<file path="src/rtl/bsg_manycore_link_to_axil_rx_rd_resp.sv">
// AXI-lite read responder for the manycore rx word buffer. It pops rx data, reports occupancy, and reports a popped-word count.
// Optional feature: define BSG_AXIL_RX_EMPTY_ERR_EN to return SLVERR on a data read when the rx buffer is empty.
module bsg_manycore_link_to_axil_rx_rd_resp #(
  parameter int unsigned axil_data_width_p   = 32,
  parameter int unsigned axil_addr_width_p   = 32,
  parameter int unsigned req_credits_width_p = 4,
  parameter int unsigned rx_data_addr_p      = 'h10,
  parameter int unsigned rx_count_addr_p     = 'h14,
  parameter int unsigned pop_cnt_addr_p      = 'h18
) (
  input  logic                           clk_i,
  input  logic                           reset_i,
  input  logic [axil_addr_width_p-1:0]   araddr_i,
  input  logic                           arvalid_i,
  output logic                           arready_o,
  output logic [axil_data_width_p-1:0]   rdata_o,
  output logic [1:0]                     rresp_o,
  output logic                           rvalid_o,
  input  logic                           rready_i,
  input  logic [axil_data_width_p-1:0]   rx_data_i,
  input  logic                           rx_v_i,
  output logic                           rx_yumi_o,
  input  logic [req_credits_width_p-1:0] rx_count_i
);

  localparam int unsigned dw_lp = axil_data_width_p;
  localparam int unsigned aw_lp = axil_addr_width_p;

  localparam logic [1:0] resp_okay_lp   = 2'b00;
  localparam logic [1:0] resp_slverr_lp = 2'b10;
  localparam logic [1:0] resp_decerr_lp = 2'b11;

  // Byte-lane bits are ignored on both sides of the compare.
  localparam logic [aw_lp-1:0] addr_mask_lp  = ~aw_lp'(3);
  localparam logic [aw_lp-1:0] rx_data_lp    = aw_lp'(rx_data_addr_p);
  localparam logic [aw_lp-1:0] rx_count_lp   = aw_lp'(rx_count_addr_p);
  localparam logic [aw_lp-1:0] pop_cnt_lp    = aw_lp'(pop_cnt_addr_p);

  typedef enum logic {IDLE = 1'b0, RESP = 1'b1} state_e;

  state_e             state_r, state_n;
  logic [dw_lp-1:0]   rdata_r, rdata_n;
  logic [1:0]         rresp_r, rresp_n;
  logic [dw_lp-1:0]   pop_cnt_r;
  logic               hit_data, hit_count, hit_pop;

  assign hit_data  = ((araddr_i ^ rx_data_lp)  & addr_mask_lp) == '0;
  assign hit_count = ((araddr_i ^ rx_count_lp) & addr_mask_lp) == '0;
  assign hit_pop   = ((araddr_i ^ pop_cnt_lp)  & addr_mask_lp) == '0;

  assign rvalid_o = (state_r == RESP);
  assign rdata_o  = rdata_r;
  assign rresp_o  = rresp_r;

  // Next-state, response capture, and the same-cycle pop strobe.
  always_comb begin
    state_n   = state_r;
    rdata_n   = rdata_r;
    rresp_n   = rresp_r;
    arready_o = 1'b0;
    rx_yumi_o = 1'b0;
    case (state_r)
      IDLE: begin
        arready_o = ~reset_i;
        if (arvalid_i && !reset_i) begin
          state_n = RESP;
          rdata_n = '0;
          rresp_n = resp_okay_lp;
          if (hit_data) begin
            if (rx_v_i) begin
              rx_yumi_o = 1'b1;
              rdata_n   = rx_data_i;
            end else begin
`ifdef BSG_AXIL_RX_EMPTY_ERR_EN
              rresp_n = resp_slverr_lp;
`else
              rresp_n = resp_okay_lp;
`endif
            end
          end else if (hit_count) begin
            rdata_n = dw_lp'(rx_count_i);
          end else if (hit_pop) begin
            rdata_n = pop_cnt_r;
          end else begin
            rresp_n = resp_decerr_lp;
          end
        end
      end
      RESP: begin
        if (rready_i) state_n = IDLE;
      end
    endcase
  end

  always_ff @(posedge clk_i) begin
    if (reset_i) begin
      state_r   <= IDLE;
      rdata_r   <= '0;
      rresp_r   <= resp_okay_lp;
      pop_cnt_r <= '0;
    end else begin
      state_r <= state_n;
      rdata_r <= rdata_n;
      rresp_r <= rresp_n;
      if (rx_yumi_o) pop_cnt_r <= pop_cnt_r + dw_lp'(1);
    end
  end

endmodule

</file>
<file path="config.mk">
export PLATFORM = sky130hd
export DESIGN_NAME = bsg_manycore_link_to_axil_rx_rd_resp
export DESIGN_NICKNAME = d
export VERILOG_FILES = /design/src/rtl/bsg_manycore_link_to_axil_rx_rd_resp.sv
export SDC_FILE = /design/constraint.sdc
export NUM_CORES = 1
export LEC_CHECK = 0
export CAP_MARGIN = 10
export CORE_UTILIZATION = 49
export DETAILED_ROUTE_END_ITERATION = 12
export GPL_ROUTABILITY_DRIVEN = 0
export GPL_TIMING_DRIVEN = 0
export PLACE_DENSITY = 0.95
export SYNTH_ARGS = -nofsm -noshare
export SYNTH_HDL_FRONTEND = slang
export SYNTH_SLANG_ARGS = --single-unit
</file>
<file path="constraint.sdc">
create_clock -name clk_i -period 3.35 [get_ports clk_i]
set_input_delay 0.67 -clock clk_i [delete_from_list [all_inputs] [get_ports clk_i]]
set_output_delay 0.67 -clock clk_i [all_outputs]
set_load 0.02 [all_outputs]
</file>
==> flow_summary.toml <==
[clock_network]
cts.hold.buffers_added = 0
path_clk_slew_ps = 70
post-cts-setup-buffers = 0
clk_path_buf_depth = 2
cts.sinks = 66
cts_root_buffer = "clkbuf_8"
worstSkewPairLatency_ps = 360
cts_tree = "done"
htree_levels = 3
cts-buffers-inserted = 9

[floorplanning]
die_h_um = 83.0
die_x_um = 83.0
io_pins = 110
core-area_sq_mm = 0.00635
initial_core_util_pct = 50.6
die_area_sq_mm = 0.00688
num_rows = 29

[drt]
wl_mm = 10.1
vias = 3638
viasPerCell = 6.29
ant_nets = 0
drt_iter0_drc = 452
drc_errors = 0
first_pass_iters = 6
wl_per_cell_um = 17.4

[power]
vdd_drop_max_mv = 0.318
leakage_uw = 0.00143
power_density_mw_per_mm2 = 375

[place]
place_ws_ps = -148
port_buffers = 106
place_area_sq_mm = 0.00437
dp_hpwl_mm = 7.25

[synth]
synth_warnings = 0
ys_types = 46
synthTopCellsByArea = "dfxtp_1 41%, a22oi_1 6.3%, nand2_1 5.8%"
syn_nets = 453
synth_top_area_cell = "dfxtp_1"
async_flop_share_pct = 0
netlist_instances = 379
synth_edf_count = 0
synthFlopType = "dfxtp_1"
ys_seq_area_share_pct = 41.1
yosys.area.top_type_share_pct = 41.1
synth_area_sq_mm = 0.00321
synth_area_per_cell_sq_um = 8.47
synth_seq_cells = 66

[critical_path]
startpoint = "reset_i"
critPathRequiredTime_ps = 2680
reg2reg_from = "pop_cnt_r[0]"
crit_arrival_ps = 2430
cp-end-kind = "output port"
rrSetupSlack_ps = 800
endpoint = "arready_o"
critPathKind = "in -> out"
start_kind = "primary input"
r2r_end = "pop_cnt_r[18]"
r2r_cells = 6
crit_fanout = 10

[timing]
holdWs_ps = 458
relSlewSlack_pct = 28.3
fin_crit_ps = 3100
setup_viol = 0
hold_viol_final = 0
fin_crit_sh_pct = 92.5
final_max_slew_viol_count = 0
rsz0062_at_grt = "no"
skew_ps = 10.9
fmax_mhz = 323
tightest_slew_ps = 1070
setup_slack_ps = 251

[finish]
nNetsFinal = 570
antenna_cells = 0
postLayoutCellArea_sq_mm = 0.00462
layout-drive-gt1-share_pct = 7.58
syn2layout_area_growth_pct = 43.9

[global_routing]
antenna_found_initial = 0
grt_max_degree = 13
grt_pass1_wl_mm = 16.5
grtUsageTotal_pct = 29.8
grt-ovfl-total = 0
grt_pass1_vias = 3432

[flow_run]
cap_viol_max_count = 0

[status]
status = "finished clean"

[hold_path]
hold_class = "reg -> reg"
[synth_stat cells (all sizes together) (4+ instances only)]
library cell	instances
buf	4
o21ai	37
nand4	8
nand3b	4
o31ai	11
nor2	19
dfxtp	66
nor3	5
nor4	14
or3	7
and4	4
nand4b	6
a22o	4
o211ai	4
xnor2	5
clkbuf	18
nand2	50
a21oi	26
nand3	18
or4	7
a22oi	27
inv	10
[timing repair]
item	in CTS	in global routing
setup endpoints to repair	2	2
pin swaps	0	0
hold endpoints to repair	0	0
resized for setup	5	3
[placed cells by master (no fill, tap or decap), types with 3 or more instances in the layout]
cell	instances
nand3b_1	4
nor3_1	4
o41ai_1	3
o31ai_1	11
a22o_1	4
o211ai_1	4
nand3_1	18
nor2_1	19
a22oi_1	27
or4_1	7
inv_1	10
nor4_4	4
xnor2_1	5
and4_1	4
nor4_2	4
nor2b_1	3
or3_1	6
nand4_1	6
dfxtp_1	66
o21ai_0	37
clkbuf_8	10
clkdlybuf4s50_1	105
nor4_1	6
and2_1	3
nand4b_1	6
a21oi_1	26
clkbuf_1	16
nand2_1	50
[critical path, cell delays in order]
cell and delay (ps):
clkdlybuf4s50_1 550, clkbuf_2 280, buf_2 290, nor2_1 80, clkdlybuf4s50_1 550
[cells by family (layout without fill, tap and decap cells)]
family                     Yosys count  count (layout)  synth area share [%]
DFF                                 66              66                  41.1
adders and majority gates            1               1                 0.389
and+or+nand+nor                    156             156                  29.7
muxes                                1               1                 0.312
xor gates and xnor gates             5               5                  1.36
buffers and inverters               32             154                  4.09
AOI/OAI and AO/OA                  118             118                  23.0
[registers in the layout, indices dropped and copies added (netlist names)]
register   count
rdata_o       32
rvalid_o       1
rresp_o        1
pop_cnt_r     32
[how the worst min path moves through the flow]
| stage | cells after the start | end | slack, ps | start |
|---|---|---|---|---|
| floorplan | 2 | pop_cnt_r[24] | 450 | pop_cnt_r[24] |
| global placement | 2 | rdata_o[23] | 440 | rdata_o[23] |
| detailed placement | 2 | rdata_o[11] | 440 | rdata_o[11] |
| CTS | 2 | rdata_o[10] | 460 | rdata_o[10] |
| global route | 2 | rdata_o[4] | 490 | rdata_o[4] |
| finish | 2 | rdata_o[10] | 460 | rdata_o[10] |
[through the flow]
stage	total power, uW	std cells	utilization, %	TNS (ps)
global route	1780	578	72.8	0
detailed placement	977	562	68.8	-223
global placement	974	562	68.8	-225
floorplan	862	379	-	0
finish	1730	578	72.8	0
CTS	1720	578	72.7	0
[power breakdown]
| part | leakage, uW | internal, uW | total [uW] | switching [uW] |
|---|---|---|---|---|
| Clock | 0.000112 | 440 | 768 | 328 |
| Combinational | 0.000786 | 99.0 | 175 | 75.8 |
| Sequential | 0.000532 | 786 | 789 | 2.71 |
| Total | 0.00143 | 1320 | 1730 | 407 |
[cell type report]
class | count | area, sq um
Multi-Input combinational cell | 281 | 1780
Fill cell | 430 | 1730
Sequential cell | 66 | 1320
Timing Repair Buffer | 106 | 1060
Clock buffer | 10 | 138
Buffer | 22 | 97.6
Tap cell | 77 | 96.3
Clock inverter | 6 | 90.1
Inverter | 10 | 37.5
[per-layer routing]
layer | vias up | GRT usage, % | share of wire [%]
li1 | 1661 | - | -
met1 | 1677 | 36.5 | 38
met2 | 260 | 49.4 | 50
met3 | 40 | 5.77 | 8.9
met4 | 0 | 16.0 | 3.5
met5 | - | 0 | 0
Power figures use the tool's default switching activity.
